===== src/rtl/mdio_transmisor_if.sv =====
// mdio_transmisor_if
// Groups the request, PHY-data and status signals of the MDIO frame
// transmitter so host logic and the transmitter connect through one bundle.
//
// Signals:
//   mdio_start  host -> xmtr  one-cycle frame request
//   t_data      host -> xmtr  32-bit frame word {ST,OP,PHYAD,REGAD,TA,DATA}
//   mdio_in     PHY  -> xmtr  serial read data from the PHY
//   mdc         xmtr -> PHY   management clock
//   mdio_out    xmtr -> PHY   serial data towards the PHY
//   mdio_oe     xmtr -> pad   1 = transmitter drives the MDIO line
//   rd_data     xmtr -> host  data captured by the last read frame
//   data_rdy    xmtr -> host  one-clk pulse at frame end
//   busy        xmtr -> host  frame in progress
//
// Modports:
//   master  the requesting side (host logic / PHY model)
//   slave   the frame transmitter itself
interface mdio_transmisor_if;
  logic        mdio_start;
  logic [31:0] t_data;
  logic        mdio_in;
  logic        mdc;
  logic        mdio_out;
  logic        mdio_oe;
  logic [15:0] rd_data;
  logic        data_rdy;
  logic        busy;

  modport master (
    output mdio_start, t_data, mdio_in,
    input  mdc, mdio_out, mdio_oe, rd_data, data_rdy, busy
  );

  modport slave (
    input  mdio_start, t_data, mdio_in,
    output mdc, mdio_out, mdio_oe, rd_data, data_rdy, busy
  );
endinterface


===== src/rtl/mdio_transmisor.sv =====
// mdio_transmisor
// Serialises one 32-bit MDIO management frame onto mdc/mdio_out, optionally
// preceded by a 32-bit all-ones preamble. OP==2'b10 frames are reads: the
// line is released after the 14 header bits and 16 data bits are shifted in
// from the PHY. Everything else is sent as a write of t_data[17:0].
//
// Parameters:
//   MDC_HALF  clk cycles per mdc half-period (>= 1)
//
// Ports:
//   clk    system clock, all logic on posedge
//   reset  asynchronous, active-low reset
//   bus    mdio_transmisor_if.slave (start/t_data/mdio_in in,
//          mdc/mdio_out/mdio_oe/rd_data/data_rdy/busy out)
//
// Configuration macro:
//   MDIO_PREAMBLE_EN  defined: 64-bit frames with 32-bit preamble
//                     undefined: 32-bit frames starting directly at ST
module mdio_transmisor #(
  parameter int MDC_HALF = 1
) (
  input  logic              clk,
  input  logic              reset,
  mdio_transmisor_if.slave  bus
);

  localparam int DIV_W = (MDC_HALF > 1) ? $clog2(MDC_HALF) : 1;
  localparam logic [DIV_W-1:0] DIV_LAST = DIV_W'(MDC_HALF - 1);

  typedef enum logic [2:0] {
    IDLE,
`ifdef MDIO_PREAMBLE_EN
    PREAMBLE,
`endif
    HEADER,
    WR_DATA,
    RD_TA,
    RD_DATA,
    DONE
  } state_t;

  state_t           state_q, state_d;
  logic [DIV_W-1:0] div_q, div_d;
  logic             mdc_q, mdc_d;
  logic [4:0]       cnt_q, cnt_d;
  logic [31:0]      frame_q, frame_d;
  logic [15:0]      shift_q, shift_d;
  logic [15:0]      rdData_q, rdData_d;
  logic             rdFlag_q, rdFlag_d;
  logic             out_q, out_d;
  logic             oe_q, oe_d;
  logic             busy_q, busy_d;
  logic             rdy_q, rdy_d;
  logic             bitEdge;

  // A bit period ends on the clk edge where mdc is about to fall; every
  // state transition and every mdio_in sample happens on exactly that edge.
  assign bitEdge = busy_q & mdc_q & (div_q == DIV_LAST);

  assign bus.mdc      = mdc_q;
  assign bus.mdio_out = out_q;
  assign bus.mdio_oe  = oe_q;
  assign bus.rd_data  = rdData_q;
  assign bus.data_rdy = rdy_q;
  assign bus.busy     = busy_q;

  // Next-state logic. frame_q[31] always holds the next header/data bit to
  // emit, so loading a bit is "drive frame_q[31], shift left". cnt_q holds
  // the number of bits still to follow the current one inside the state.
  always_comb begin
    state_d  = state_q;
    div_d    = div_q;
    mdc_d    = mdc_q;
    cnt_d    = cnt_q;
    frame_d  = frame_q;
    shift_d  = shift_q;
    rdData_d = rdData_q;
    rdFlag_d = rdFlag_q;
    out_d    = out_q;
    oe_d     = oe_q;
    busy_d   = busy_q;
    rdy_d    = 1'b0;

    if (busy_q) begin
      if (div_q == DIV_LAST) begin
        div_d = '0;
        mdc_d = ~mdc_q;
      end else begin
        div_d = div_q + 1'b1;
      end
    end

    case (state_q)
      IDLE: begin
        if (bus.mdio_start) begin
          busy_d   = 1'b1;
          mdc_d    = 1'b0;
          div_d    = '0;
          oe_d     = 1'b1;
          shift_d  = '0;
          rdFlag_d = (bus.t_data[29:28] == 2'b10);
`ifdef MDIO_PREAMBLE_EN
          state_d  = PREAMBLE;
          cnt_d    = 5'd31;
          out_d    = 1'b1;
          frame_d  = bus.t_data;
`else
          state_d  = HEADER;
          cnt_d    = 5'd13;
          out_d    = bus.t_data[31];
          frame_d  = {bus.t_data[30:0], 1'b0};
`endif
        end
      end

`ifdef MDIO_PREAMBLE_EN
      PREAMBLE: begin
        if (bitEdge) begin
          if (cnt_q == 5'd0) begin
            state_d = HEADER;
            cnt_d   = 5'd13;
            out_d   = frame_q[31];
            frame_d = {frame_q[30:0], 1'b0};
          end else begin
            cnt_d = cnt_q - 5'd1;
          end
        end
      end
`endif

      HEADER: begin
        if (bitEdge) begin
          if (cnt_q == 5'd0) begin
            if (rdFlag_q) begin
              state_d = RD_TA;
              cnt_d   = 5'd1;
              out_d   = 1'b0;
              oe_d    = 1'b0;
            end else begin
              state_d = WR_DATA;
              cnt_d   = 5'd17;
              out_d   = frame_q[31];
              frame_d = {frame_q[30:0], 1'b0};
            end
          end else begin
            cnt_d   = cnt_q - 5'd1;
            out_d   = frame_q[31];
            frame_d = {frame_q[30:0], 1'b0};
          end
        end
      end

      WR_DATA: begin
        if (bitEdge) begin
          if (cnt_q == 5'd0) begin
            state_d = DONE;
            busy_d  = 1'b0;
            mdc_d   = 1'b0;
            div_d   = '0;
            out_d   = 1'b0;
            oe_d    = 1'b0;
            rdy_d   = 1'b1;
          end else begin
            cnt_d   = cnt_q - 5'd1;
            out_d   = frame_q[31];
            frame_d = {frame_q[30:0], 1'b0};
          end
        end
      end

      RD_TA: begin
        if (bitEdge) begin
          if (cnt_q == 5'd0) begin
            state_d = RD_DATA;
            cnt_d   = 5'd15;
          end else begin
            cnt_d = cnt_q - 5'd1;
          end
        end
      end

      // The final sample lands on the frame-end edge itself, so rd_data is
      // loaded from the shift register plus the bit being sampled right now.
      RD_DATA: begin
        if (bitEdge) begin
          shift_d = {shift_q[14:0], bus.mdio_in};
          if (cnt_q == 5'd0) begin
            state_d  = DONE;
            busy_d   = 1'b0;
            mdc_d    = 1'b0;
            div_d    = '0;
            out_d    = 1'b0;
            oe_d     = 1'b0;
            rdy_d    = 1'b1;
            rdData_d = {shift_q[14:0], bus.mdio_in};
          end else begin
            cnt_d = cnt_q - 5'd1;
          end
        end
      end

      DONE: begin
        state_d = IDLE;
      end

      default: begin
        state_d = IDLE;
      end
    endcase
  end

  // State and output registers; reset forces every output low at once so no
  // further mdc edge can reach the PHY after an abort.
  always_ff @(posedge clk or negedge reset) begin
    if (!reset) begin
      state_q  <= IDLE;
      div_q    <= '0;
      mdc_q    <= 1'b0;
      cnt_q    <= '0;
      frame_q  <= '0;
      shift_q  <= '0;
      rdData_q <= '0;
      rdFlag_q <= 1'b0;
      out_q    <= 1'b0;
      oe_q     <= 1'b0;
      busy_q   <= 1'b0;
      rdy_q    <= 1'b0;
    end else begin
      state_q  <= state_d;
      div_q    <= div_d;
      mdc_q    <= mdc_d;
      cnt_q    <= cnt_d;
      frame_q  <= frame_d;
      shift_q  <= shift_d;
      rdData_q <= rdData_d;
      rdFlag_q <= rdFlag_d;
      out_q    <= out_d;
      oe_q     <= oe_d;
      busy_q   <= busy_d;
      rdy_q    <= rdy_d;
    end
  end

endmodule


===== src/flat_wrapper.sv =====
// flat-port wrapper written by rule: the top's interface ports become plain ports
module mdio_transmisor_flat 
#(
  parameter int MDC_HALF = 1
)
  (clk, reset, bus_mdio_start, bus_t_data, bus_mdio_in, bus_mdc, bus_mdio_out, bus_mdio_oe, bus_rd_data, bus_data_rdy, bus_busy);
  mdio_transmisor_if bus_i ();
  input  logic clk;
  input  logic reset;
  input wire logic [$bits(bus_i.mdio_start)-1:0] bus_mdio_start;
  input wire logic [$bits(bus_i.t_data)-1:0] bus_t_data;
  input wire logic [$bits(bus_i.mdio_in)-1:0] bus_mdio_in;
  output wire logic [$bits(bus_i.mdc)-1:0] bus_mdc;
  output wire logic [$bits(bus_i.mdio_out)-1:0] bus_mdio_out;
  output wire logic [$bits(bus_i.mdio_oe)-1:0] bus_mdio_oe;
  output wire logic [$bits(bus_i.rd_data)-1:0] bus_rd_data;
  output wire logic [$bits(bus_i.data_rdy)-1:0] bus_data_rdy;
  output wire logic [$bits(bus_i.busy)-1:0] bus_busy;
  assign bus_i.mdio_start = bus_mdio_start;
  assign bus_i.t_data = bus_t_data;
  assign bus_i.mdio_in = bus_mdio_in;
  assign bus_mdc = bus_i.mdc;
  assign bus_mdio_out = bus_i.mdio_out;
  assign bus_mdio_oe = bus_i.mdio_oe;
  assign bus_rd_data = bus_i.rd_data;
  assign bus_data_rdy = bus_i.data_rdy;
  assign bus_busy = bus_i.busy;
  mdio_transmisor #(.MDC_HALF(MDC_HALF)) u_core (.clk(clk), .reset(reset), .bus(bus_i));
endmodule

===== config.mk =====
export PLATFORM = sky130hd
export DESIGN_NAME = mdio_transmisor_flat
export DESIGN_NICKNAME = d
export VERILOG_FILES = /design/src/rtl/mdio_transmisor_if.sv /design/src/rtl/mdio_transmisor.sv /design/src/flat_wrapper.sv
export SDC_FILE = /design/constraint.sdc
export NUM_CORES = 1
export LEC_CHECK = 0
export ABC_AREA = 1
export ABC_CLOCK_PERIOD_IN_PS = 2500
export CAP_MARGIN = 20
export CORE_MARGIN = 10
export CORE_UTILIZATION = 58
export DETAILED_ROUTE_END_ITERATION = 16
export GPL_TIMING_DRIVEN = 0
export PLACE_DENSITY = 0.88
export SLEW_MARGIN = 20
export SYNTH_ARGS = -nofsm -noshare
export SYNTH_HDL_FRONTEND = slang
export SYNTH_SLANG_ARGS = --single-unit

===== constraint.sdc =====
create_clock -name clk -period 2.5 [get_ports clk]
set_input_delay 0.5 -clock clk [delete_from_list [all_inputs] [get_ports clk]]
set_output_delay 0.5 -clock clk [all_outputs]
set_load 0.005 [all_outputs]

==> results of run 1 <==
==> sequential cells by signal, summed over array words and instances (netlist names) <==
name / flops
u_core.bus.mdc: 1
u_core.bus.data_rdy: 1
u_core.state_q: 3
u_core.shift_q: 15
u_core.div_q: 1
u_core.bus.mdio_oe: 1
u_core.bus.rd_data: 16
u_core.bus.mdio_out: 1
u_core.bus.busy: 1
u_core.rdFlag_q: 1
u_core.cnt_q: 5
u_core.frame_q: 31
==> cell families (layout without fill, tap and decap cells) <==
| kind of cell | Yosys count | after routing | synth area share [%] |
|---|---|---|---|
| and+or+nand+nor | 335 | 335 | 36.8 |
| xor gates and xnor gates | 1 | 1 | 0.229 |
| buffers and inverters | 63 | 136 | 7.19 |
| adders and majority gates | 1 | 1 | 0.327 |
| AOI/OAI and AO/OA | 39 | 39 | 5.10 |
| DFF | 77 | 77 | 50.3 |
==> power groups by stage <==
stage | sequential (mW) | combinational [mW] | clock, mW
2_1_floorplan | 1.27 | 0.0247 | 0
3_3_place_gp | 1.27 | 0.108 | 0
3_5_place_dp | 1.27 | 0.114 | 0
4_1_cts | 1.24 | 0.115 | 0.980
5_1_grt | 1.24 | 0.124 | 1.03
6_report | 1.24 | 0.113 | 0.974
==> worst max-delay path by stage <==
stage	from	slack [ns]	end
detailed placement	bus_mdio_start	0.58	u_core.shift_q[9]
global placement	reset	-1.68	u_core.bus.rd_data[9]
global route	u_core.cnt_q[0]	0.36	u_core.bus.rd_data[12]
finish	u_core.cnt_q[0]	0.57	u_core.bus.rd_data[12]
floorplan	u_core.cnt_q[0]	0.95	u_core.frame_q[29]
CTS	u_core.cnt_q[0]	0.57	u_core.bus.rd_data[12]
==> per-layer routing <==
layer  vias up  wire length (µm)
met2        75              4550
met3        13               546
met1      1677              3980
met5         -                 0
li1       1751                 -
met4         0               138
==> through the flow <==
step           setup TNS, ns  cell area [µm²]
2_1_floorplan              0             3830
3_3_place_gp         -128.65             4490
3_5_place_dp               0             4510
4_1_cts                    0             4720
5_1_grt                    0             4720
6_report                   0             4720
==> Yosys cell counts, drive strengths merged <==
master,instances,share of area [%]
nand4,4,0.65
buf,18,2.8
clkbuf,6,0.59
nand3b,1,0.20
dfrtp,77,50
inv,39,3.8
a21oi,4,0.52
nand2,245,24
nand3,64,8.8
ha,1,0.33
o21ai,35,4.6
and2,1,0.16
nor2,19,2.5
xor2,1,0.23
nor3,1,0.13
==> cells in the final DEF (no fill, tap or decap), types with 8 or more instances in the layout <==
cell,instances
sky130_fd_sc_hd__buf_2,10
sky130_fd_sc_hd__buf_4,8
sky130_fd_sc_hd__clkbuf_8,10
sky130_fd_sc_hd__clkdlybuf4s50_1,55
sky130_fd_sc_hd__dfrtp_1,77
sky130_fd_sc_hd__inv_1,36
sky130_fd_sc_hd__nand2_1,239
sky130_fd_sc_hd__nand3_1,62
sky130_fd_sc_hd__nor2_1,14
sky130_fd_sc_hd__o21ai_0,29
==> final cells by class <==
cell class	instances	area, µm²	area share (%)
Sequential cell	77	1930	40.8
Multi-Input combinational cell	376	1630	34.5
Timing Repair Buffer	57	586	12.4
Inverter	39	146	3.10
Clock buffer	10	138	2.92
Buffer	24	129	2.73
Tap cell	77	96.3	2.04
Clock inverter	6	70.1	1.49
==> tab_implementation.tex, run 1 <==
\begin{tabular}{lr}
\hline
Metric & Value \\
\hline
\multicolumn{2}{l}{\textbf{Outcome}} \\
\quad Status & finished, final reports clean \\
\multicolumn{2}{l}{\textbf{Pwr}} \\
\quad Share of total power in the clock network & 41.8\% \\
\quad Power after layout & 2.33 mW \\
\quad Gate power share & 4.8\% \\
\quad Fraction of power consumed by sequential logic & 53.4\% \\
\quad P per Cell Area & 494 nW/µm² \\
\quad Pint & roughly 1.8 mW \\
\quad Max IR drop VDD & 0.000444 V \\
\quad Lkg Pwr & 2.49 nW \\
\quad Switching power of the nets & 0.525 mW \\
\quad Net Sw Frac & 22.5\% \\
\multicolumn{2}{l}{\textbf{Critical path}} \\
\quad Crit Reg-Reg Endpoint & u\_core.bus.rd\_data[12] \\
\quad Crit-path max FO & 10 \\
\quad Req. time, crit path & approximately 2.8 ns \\
\quad Kind of start point of the critical path & register \\
\quad Total buffers and inverters traversed by the critical path & 2 \\
\quad Cell-by-cell trace of the critical path & inv\_1 > ha\_1 > nand3\_2 > nor2\_2 > nand2\_1 > clkbuf\_1 > o21ai\_0 \\
\quad Launch point of the worst reg-to-reg path & u\_core.cnt\_q[0] \\
\quad R2R setup slack & 0.57 ns \\
\quad Critical path's top delay family & simple AND/OR/NAND/NOR gates \\
\quad Data arrival time at the worst-slack endpoint & 2.19 ns \\
\quad Worst stage delay on the critical path & 0.40 ns \\
\quad Cell with the biggest individual delay on the critical path & sky130\_fd\_sc\_hd\_\_dfrtp\_1 \\
\quad Category of the worst setup path capture point & register \\
\quad Category of the critical setup timing path & register to register \\
\quad Depth of the worst register-to-register path & 7 \\
\quad Critical path depth in cells & 7 \\
\multicolumn{2}{l}{\textbf{Clock tree}} \\
\quad Num Clock Sinks & 77 \\
\quad Clock root cell & sky130\_fd\_sc\_hd\_\_clkbuf\_8 \\
\quad CTS Hold Buffers Added & 0 \\
\quad Number of buffers inserted during clock tree synthesis & 9 \\
\quad Clock transition time at the flip-flop clock pins of the worst setup and hold paths & around 0.08 ns \\
\quad Clock tree from TritonCTS & yes \\
\quad Number of H-tree branching levels & 3 \\
\quad Resized Gates After CTS & 0 \\
\quad Count of buffers added by post-CTS timing repair for setup & 0 \\
\quad Clock Tree Buf Depth & 2 \\
\quad Clk Latency, worst-skew pair & 0.35 ns \\
\multicolumn{2}{l}{\textbf{Final layout}} \\
\quad Share of post-route cells with drive strength above 1 & 8.66\% \\
\quad Number of nets at the end of the flow & around 620 \\
\quad Core utilization of the finished layout & 73.9\% \\
\quad Antenna fix cells & 0 \\
\quad Number of filler instances in the final layout & 490 \\
\quad Number of standard cells in the final layout excluding fillers & 666 \\
\quad Area added between synthesis and finish & 23.2\% \\
\multicolumn{2}{l}{\textbf{GRT}} \\
\quad GRT busiest layer & met2 \\
\quad Met2 capacity usage during global routing & a little under a third \\
\quad Initial antenna violation count & 0 \\
\quad Pin count of the biggest net entering global routing & 58 \\
\quad Met1 Usage GRT & 21.6\% \\
\quad Wire length of the first global-routing pass & 15.5 mm \\
\quad Via count of the first global-routing pass & around 3400 \\
\quad Total global-route track usage & 18.3\% \\
\quad Routing usage on met3 & 5.79\% \\
\quad Total gr overflow & 0 \\
\multicolumn{2}{l}{\textbf{Synth}} \\
\quad Number of distinct library cells after synthesis & 24 \\
\quad Synth Register Bits & 77 \\
\quad Yosys warning total & 0 \\
\quad Post-Syn Instances & 516 \\
\quad Net count after synthesis & 553 \\
\quad Sequential-to-total area share from yosys stat & between 50\% and 60\% \\
\quad Post-synthesis instance area & 3830 µm² \\
\quad Per-instance average area after synthesis & approximately 7.4 µm² \\
\multicolumn{2}{l}{\textbf{Detailed routing}} \\
\quad Vias per cell & 5.28 \\
\quad Antenna viol nets, final & 0 \\
\quad Residual DRC & 0 \\
\quad 1st-pass router iterations & 5 \\
\quad Sum of routed wire length over all layers & between 9 and 10 mm \\
\quad Routed len/inst & 13.8 µm \\
\quad Initial DRC count & 249 \\
\quad Total via count in the routed design & $\sim$3500 \\
\multicolumn{2}{l}{\textbf{Run}} \\
\quad Max-cap check violation count & 0 \\
\multicolumn{2}{l}{\textbf{Timing}} \\
\quad Fmax & 0.517 GHz \\
\quad RSZ-0062 raised after global routing & false \\
\quad Final critical path time including I/O delays and setup & 1.93 ns \\
\quad Normalized max-slew margin & a little under 70\% \\
\quad Worst-case clock skew & between 0.01 and 0.015 ns \\
\quad Worst-Margin Slew & 0.473 ns \\
\quad Max Slew Vio Count & 0 \\
\quad Number of endpoints with negative hold slack in the final report & 0 \\
\quad Final worst setup slack & 0.567 ns \\
\quad Final Setup Violations & 0 \\
\quad Hold slack & 0.0252 ns \\
\quad Final worst-path cycle share & between 70\% and 80\% \\
\multicolumn{2}{l}{\textbf{Floorplanning}} \\
\quad Initial Utilization & between 50\% and 60\% \\
\quad Die footprint & slightly above 10000 µm² \\
\quad Y dimension of the die & $\sim$100 µm \\
\quad Floorplan core area & 6390 µm² \\
\quad Die boundary width & 101 µm \\
\quad Count of pins on the block boundary & 57 \\
\quad Count of standard-cell rows & 29 \\
\multicolumn{2}{l}{\textbf{Placed design}} \\
\quad Setup Slack @ Placement & 0.584 ns \\
\quad Routability Congestion & around 0.9 \\
\quad Number of cells after detailed placement & 650 \\
\quad Buffers on Ports & 56 \\
\quad Dpl hpwl & about 6.7 mm \\
\multicolumn{2}{l}{\textbf{Hold path}} \\
\quad Type of the tightest min-delay check & primary input to async pin \\
\hline
\end{tabular}
(Power assumes the default switching activity.)
==> inputs of run 2 (changes only) <==
- ABC_CLOCK_PERIOD_IN_PS: 2500 -> 1900
- CORE_UTILIZATION: 58 -> 54
- PLACE_DENSITY: 0.88 -> 0.83
- clock period: 2.5 -> 1.9 ns (I/O delays scaled with it)
==> run 2 against run 1 <==
  * Final cell count up 3.0%
  * Non-clock buffer count up 1
  * Fmax up 11%
  * Clock power up 27%
  * Via count up 3.2%
  * Sequential share of layout area down 0.38 points
  * Setup slack worse by 0.40 ns
==> tab_implementation.tex, run 2 (synthesis results as in run 1) <==
\begin{tabular}{lr}
\hline
Metric & Value \\
\hline
\multicolumn{2}{l}{\textbf{Timing}} \\
\quad Normalized max-slew margin & 70.7\% \\
\quad RSZ-0062 raised after global routing & false \\
\quad Final critical path time including I/O delays and setup & 1.74 ns \\
\quad Worst-Margin Slew & 0.440 ns \\
\quad Fmax & $\sim$0.58 GHz \\
\quad Worst-case clock skew & 0.0125 ns \\
\quad Number of endpoints with negative hold slack in the final report & 0 \\
\quad Final worst-path cycle share & 91.4\% \\
\quad Max Slew Vio Count & 0 \\
\quad Hold slack & $\sim$0.47 ns \\
\quad Final Setup Violations & 0 \\
\multicolumn{2}{l}{\textbf{Pwr}} \\
\quad Switching power of the nets & 0.697 mW \\
\quad Pint & around 2.3 mW \\
\quad Fraction of power consumed by sequential logic & 54.0\% \\
\quad Share of total power in the clock network & 41.0\% \\
\quad Lkg Pwr & 2.48 nW \\
\quad Max IR drop VDD & 0.000486 V \\
\quad P per Cell Area & 636 nW/µm² \\
\quad Net Sw Frac & approximately 23\% \\
\quad Power after layout & 3.03 mW \\
\quad Gate power share & 5.0\% \\
\multicolumn{2}{l}{\textbf{Critical path}} \\
\quad Crit-path max FO & 8 \\
\quad Data arrival time at the worst-slack endpoint & 1.98 ns \\
\quad R2R setup slack & approximately 0.16 ns \\
\quad Kind of start point of the critical path & register \\
\quad Category of the critical setup timing path & register to register \\
\quad Depth of the worst register-to-register path & 10 \\
\quad Req. time, crit path & 2.15 ns \\
\quad Category of the worst setup path capture point & register \\
\multicolumn{2}{l}{\textbf{Run}} \\
\quad Max-cap check violation count & 0 \\
\multicolumn{2}{l}{\textbf{GRT}} \\
\quad Via count of the first global-routing pass & 3320 \\
\quad Initial antenna violation count & 0 \\
\quad Wire length of the first global-routing pass & 15.8 mm \\
\quad Total gr overflow & 0 \\
\quad Pin count of the biggest net entering global routing & 48 \\
\quad Total global-route track usage & 17.3\% \\
\multicolumn{2}{l}{\textbf{Placed design}} \\
\quad Dpl hpwl & 6.61 mm \\
\quad Area of placed instances & 4530 µm² \\
\quad Number of cells after detailed placement & 669 \\
\quad Buffers on Ports & 56 \\
\quad Routability Congestion & 0.897 \\
\multicolumn{2}{l}{\textbf{Final layout}} \\
\quad Most frequent cells in the layout & sky130\_fd\_sc\_hd\_\_nand2\_1, sky130\_fd\_sc\_hd\_\_dfrtp\_1, sky130\_fd\_sc\_hd\_\_nand3\_1 \\
\quad Antenna fix cells & 0 \\
\quad Leading cell type in the layout, fill and taps excluded & sky130\_fd\_sc\_hd\_\_nand2\_1 \\
\quad Largest register FFs & 31 \\
\quad Register name with the most flops & u\_core.frame\_q \\
\quad Number of nets at the end of the flow & 622 \\
\quad Core utilization of the finished layout & 69.7\% \\
\quad Area added between synthesis and finish & 24.4\% \\
\quad Share of post-route cells with drive strength above 1 & 9.32\% \\
\quad Number of standard cells in the final layout excluding fillers & around 690 \\
\quad Finished layout cell area & 4760 µm² \\
\multicolumn{2}{l}{\textbf{Detailed routing}} \\
\quad Antenna viol nets, final & 0 \\
\quad Initial DRC count & 279 \\
\quad Vias per cell & $\sim$5.3 \\
\quad Sum of routed wire length over all layers & 9.46 mm \\
\quad Total via count in the routed design & about 3600 \\
\quad Routed len/inst & approximately 14 µm \\
\quad 1st-pass router iterations & 6 \\
\quad Residual DRC & 0 \\
\multicolumn{2}{l}{\textbf{Clock tree}} \\
\quad Clock Tree Buf Depth & 2 \\
\quad Number of buffers inserted during clock tree synthesis & 9 \\
\quad Count of buffers added by post-CTS timing repair for setup & 0 \\
\quad Clk Latency, worst-skew pair & 0.36 ns \\
\quad Clock transition time at the flip-flop clock pins of the worst setup and hold paths & approximately 0.090 ns \\
\quad Clock root cell & sky130\_fd\_sc\_hd\_\_clkbuf\_8 \\
\quad Clock tree from TritonCTS & yes \\
\quad Number of H-tree branching levels & 3 \\
\quad Num Clock Sinks & 77 \\
\multicolumn{2}{l}{\textbf{Floorplanning}} \\
\quad Die boundary width & 104 µm \\
\quad Count of standard-cell rows & 30 \\
\quad Initial Utilization & 56.0\% \\
\quad Floorplan core area & 6830 µm² \\
\quad Y dimension of the die & 104 µm \\
\quad Die footprint & 10900 µm² \\
\quad Count of pins on the block boundary & 57 \\
\multicolumn{2}{l}{\textbf{Hold path}} \\
\quad Type of the tightest min-delay check & register to register \\
\quad Cell count of the worst hold path & 2 \\
\multicolumn{2}{l}{\textbf{Outcome}} \\
\quad Status & finished, final reports clean \\
\hline
\end{tabular}
## run 2: cell types whose count changed in the layout (fill, tap and decap cells not counted), moves of 2 or more
cell	delta
sky130_fd_sc_hd__clkbuf_1	-2
sky130_fd_sc_hd__clkinvlp_4	+4
sky130_fd_sc_hd__clkinv_4	-3
sky130_fd_sc_hd__clkbuf_2	+2
## run 2: power by group through the flow
stage | Combinational, mW | Clock [mW] | Sequential [mW]
floorplan | 0.0325 | 0 | 1.67
global placement | 0.143 | 0 | 1.67
detailed placement | 0.151 | 0 | 1.67
CTS | 0.155 | 1.25 | 1.64
global route | 0.168 | 1.33 | 1.64
finish | 0.152 | 1.24 | 1.64
## run 2: critical path, cell delays in order, from the launching register on
cell                      delay, ns
sky130_fd_sc_hd__dfrtp_1       0.33
sky130_fd_sc_hd__buf_2         0.20
sky130_fd_sc_hd__nor2_4        0.07
sky130_fd_sc_hd__nand2_2       0.15
sky130_fd_sc_hd__nand2_2       0.12
sky130_fd_sc_hd__nand2_1       0.13
sky130_fd_sc_hd__nand2_1       0.11
sky130_fd_sc_hd__nor2_2        0.18
sky130_fd_sc_hd__nand2_1       0.18
sky130_fd_sc_hd__nand2_1       0.09
sky130_fd_sc_hd__nand2_1       0.06
## run 2: final cells by class
type / instances / area [µm²]
sequential: 77 / 1930
multi-input combinational: 376 / 1640
buffer: 24 / 134
timing repair buffer: 58 / 596
tap: 96 / 120
clock inverter: 7 / 73.8
fill: 575 / 2070
inverter: 39 / 146
clock buffer: 9 / 124
## run 2: routing by layer
metal | part of all wire, % | GRT usage, %
met5 | 0 | 0
met4 | 2.2 | 6.96
met3 | 6.4 | 3.90
met2 | 46 | 26.8
met1 | 46 | 22.7
## run 2: metrics by stage
stage	setup slack (ns)	TNS, ns
after floorplan	0.354	0
after global placement	-2.17	-166.34
after detailed placement	0.0110	0
after CTS	0.0332	0
after global routing	0.00227	0
final	0.164	0
## run 2: worst paths after layout
check | from | end
worst min register to register | u_core.frame_q[8] | u_core.frame_q[8]
worst min-delay path | u_core.frame_q[8] | u_core.frame_q[8]
min in group asynchronous | reset | u_core.frame_q[4]
worst max register to register | u_core.state_q[0] | u_core.cnt_q[0]
max in group asynchronous | reset | u_core.frame_q[24]
worst max-delay path | u_core.state_q[0] | u_core.cnt_q[0]
## run 2: what timing repair did
item                                    CTS  global route
gates resized for setup                   1             8
hold endpoints to repair                 30             0
endpoints found under the setup margin    1            62
hold buffers                              1             0
==> inputs of run 3 (changes only) <==
- CORE_UTILIZATION: 54 -> 40
- PLACE_DENSITY: 0.83 -> 0.65
==> run 3 against run 2 <==
  * Sequential share of layout area shrank 0.19 points
  * Fmax up 1.8%
  * First-iteration DRC count rose by 1.1%
  * Sequential cell count did not move
  * Utilization shrank 18 points
  * Clock power is 7% lower
  * Critical path depth is the same
  * Wire length rose by 0.36%
  * Sequential power is essentially flat
  * Clock skew shrank 0.0016 ns
  * Largest cell class unchanged
==> tab_implementation.tex, run 3 (synthesis results as in run 1) <==
\begin{tabular}{lr}
\hline
Metric & Value \\
\hline
\multicolumn{2}{l}{\textbf{Outcome}} \\
\quad Status & finished, final reports clean \\
\multicolumn{2}{l}{\textbf{Final layout}} \\
\quad Share of post-route cells with drive strength above 1 & 9.15\% \\
\quad Antenna fix cells & 0 \\
\quad Register name with the most flops & u\_core.frame\_q \\
\quad Leading cell type in the layout, fill and taps excluded & sky130\_fd\_sc\_hd\_\_nand2\_1 \\
\quad Area added between synthesis and finish & 25.0\% \\
\quad Number of nets at the end of the flow & 622 \\
\quad Most frequent cells in the layout & sky130\_fd\_sc\_hd\_\_nand2\_1, sky130\_fd\_sc\_hd\_\_dfrtp\_1, sky130\_fd\_sc\_hd\_\_nand3\_1 \\
\quad Largest register FFs & 31 \\
\quad Number of filler instances in the final layout & between 900 and 1000 \\
\quad Core utilization of the finished layout & 51.5\% \\
\multicolumn{2}{l}{\textbf{GRT}} \\
\quad Total gr overflow & 0 \\
\quad Initial antenna violation count & 0 \\
\quad Via count of the first global-routing pass & $\sim$3400 \\
\quad Pin count of the biggest net entering global routing & 57 \\
\quad Total global-route track usage & between 10\% and 20\% \\
\quad Wire length of the first global-routing pass & roughly 17 mm \\
\multicolumn{2}{l}{\textbf{Timing}} \\
\quad Worst-case clock skew & 0.0109 ns \\
\quad Final worst setup slack & 0.196 ns \\
\quad Normalized max-slew margin & 67.8\% \\
\quad Worst-Margin Slew & about 0.48 ns \\
\quad Max Slew Vio Count & 0 \\
\quad RSZ-0062 raised after global routing & false \\
\quad Final worst-path cycle share & 89.7\% \\
\quad Final Setup Violations & 0 \\
\quad Final critical path time including I/O delays and setup & 1.70 ns \\
\quad Number of endpoints with negative hold slack in the final report & 0 \\
\quad Fmax & 0.587 GHz \\
\multicolumn{2}{l}{\textbf{Clock tree}} \\
\quad Number of H-tree branching levels & 3 \\
\quad Clock transition time at the flip-flop clock pins of the worst setup and hold paths & 0.08 ns \\
\quad Clock Tree Buf Depth & 2 \\
\quad Number of buffers inserted during clock tree synthesis & 9 \\
\quad Clock tree from TritonCTS & yes \\
\quad Clock root cell & sky130\_fd\_sc\_hd\_\_clkbuf\_8 \\
\quad Count of buffers added by post-CTS timing repair for setup & 0 \\
\quad Clk Latency, worst-skew pair & 0.36 ns \\
\quad Num Clock Sinks & 77 \\
\multicolumn{2}{l}{\textbf{Floorplanning}} \\
\quad Die footprint & 13900 µm² \\
\quad Initial Utilization & 41.2\% \\
\quad Die boundary width & 118 µm \\
\quad Count of pins on the block boundary & 57 \\
\quad Y dimension of the die & 118 µm \\
\quad Floorplan core area & around 9300 µm² \\
\quad Count of standard-cell rows & 35 \\
\multicolumn{2}{l}{\textbf{Critical path}} \\
\quad Kind of start point of the critical path & register \\
\quad Critical path's top delay family & simple AND/OR/NAND/NOR gates \\
\quad Cell with the biggest individual delay on the critical path & sky130\_fd\_sc\_hd\_\_dfrtp\_1 \\
\quad Category of the critical setup timing path & register to register \\
\quad Cell with the most instances on the worst path & sky130\_fd\_sc\_hd\_\_nand2\_1 \\
\quad Cell-by-cell trace of the critical path & inv\_1 > ha\_2 > nand3\_4 > inv\_1 > nand2\_1 > nand2\_1 > nor2\_4 > buf\_4 > nand2\_1 > nand2\_1 \\
\quad Launch point of the worst reg-to-reg path & u\_core.cnt\_q[0] \\
\quad Data arrival time at the worst-slack endpoint & roughly 2.0 ns \\
\quad Category of the worst setup path capture point & register \\
\quad Total buffers and inverters traversed by the critical path & 3 \\
\quad Worst stage delay on the critical path & 0.40 ns \\
\quad Beginning of the critical path & u\_core.cnt\_q[0] \\
\quad Req. time, crit path & 2.14 ns \\
\quad Crit-path max FO & 10 \\
\multicolumn{2}{l}{\textbf{Detailed routing}} \\
\quad Routed len/inst & 13.2 µm \\
\quad Sum of routed wire length over all layers & 9.49 mm \\
\quad Vias per cell & 4.85 \\
\quad Residual DRC & 0 \\
\quad Initial DRC count & 282 \\
\quad Antenna viol nets, final & 0 \\
\quad 1st-pass router iterations & 4 \\
\quad Total via count in the routed design & 3484 \\
\multicolumn{2}{l}{\textbf{Placed design}} \\
\quad Setup Slack @ Placement & 0.0260 ns \\
\quad Dpl hpwl & 6.78 mm \\
\quad Buffers on Ports & 56 \\
\quad Routability Congestion & 0.812 \\
\multicolumn{2}{l}{\textbf{Run}} \\
\quad Max-cap check violation count & 0 \\
\multicolumn{2}{l}{\textbf{Pwr}} \\
\quad Max IR drop VDD & between 0.0003 and 0.0004 V \\
\quad P per Cell Area & 615 nW/µm² \\
\quad Power after layout & just under 3 mW \\
\quad Lkg Pwr & 2.48 nW \\
\multicolumn{2}{l}{\textbf{Hold path}} \\
\quad Type of the tightest min-delay check & primary input to async pin \\
\hline
\end{tabular}
-- run 3: worst register-to-register path: cells and delay by family (launching register included) --
kind                       cells  cell delay (ns)
buffers and inverters          3             0.41
adders and majority gates      1             0.26
DFF                            1             0.40
and+or+nand+nor                6             0.54
-- run 3: routing by layer --
layer	wire length (µm)	up-vias	track usage [%]
met5	0	-	0
met4	125	0	4.64
met3	568	11	3.60
met2	4200	92	20.8
met1	4600	1628	19.5
li1	-	1753	-
-- run 3: final timing paths --
path | endpoint | slack (ns) | cells past startpoint
setup / recovery | u_core.frame_q[1] | 0.20 | 10
hold / removal | u_core.frame_q[4] | 0.47 | 2
setup reg to reg | u_core.frame_q[1] | 0.20 | 10
hold reg to reg | u_core.frame_q[10] | 0.48 | 2
max in group asynchronous | u_core.shift_q[12] | 0.87 | 3
min in group clk | u_core.frame_q[10] | 0.48 | 2
-- run 3: final cells by class --
type | instances | area (µm²) | area share (%)
buffer | 24 | 131 | 2.75
clock buffer | 9 | 124 | 2.59
clock inverter | 7 | 57.6 | 1.20
inverter | 39 | 146 | 3.06
multi-input combinational | 376 | 1640 | 34.3
sequential | 77 | 1930 | 40.3
tap | 129 | 161 | 3.37
timing repair buffer | 58 | 596 | 12.4
-- run 3: through the flow --
| step | area (µm²) | instances | TNS [ns] | hold WS, ns |
|---|---|---|---|---|
| global placement | 4550 | 701 | -178.69 | 0.453 |
| CTS | 4770 | 719 | 0 | 0.475 |
| finish | 4780 | 719 | 0 | 0.468 |
| floorplan | 3830 | 516 | 0 | 0.0844 |
| detailed placement | 4580 | 702 | 0 | 0.304 |
| global route | 4780 | 719 | 0 | 0.490 |
-- run 3: where the power goes --
group	switching [mW]	internal (mW)
Sequential	0	1.64
Clock	0.661	0.492
Combinational	0.0635	0.0880
-- run 3: timing repair --
| item | 4_1_cts | 5_1_grt |
|---|---|---|
| setup endpoints to repair | 0 | 58 |
| hold buffers | 1 | 0 |
| resized for setup | 0 | 7 |
| hold endpoints to repair | 21 | 0 |
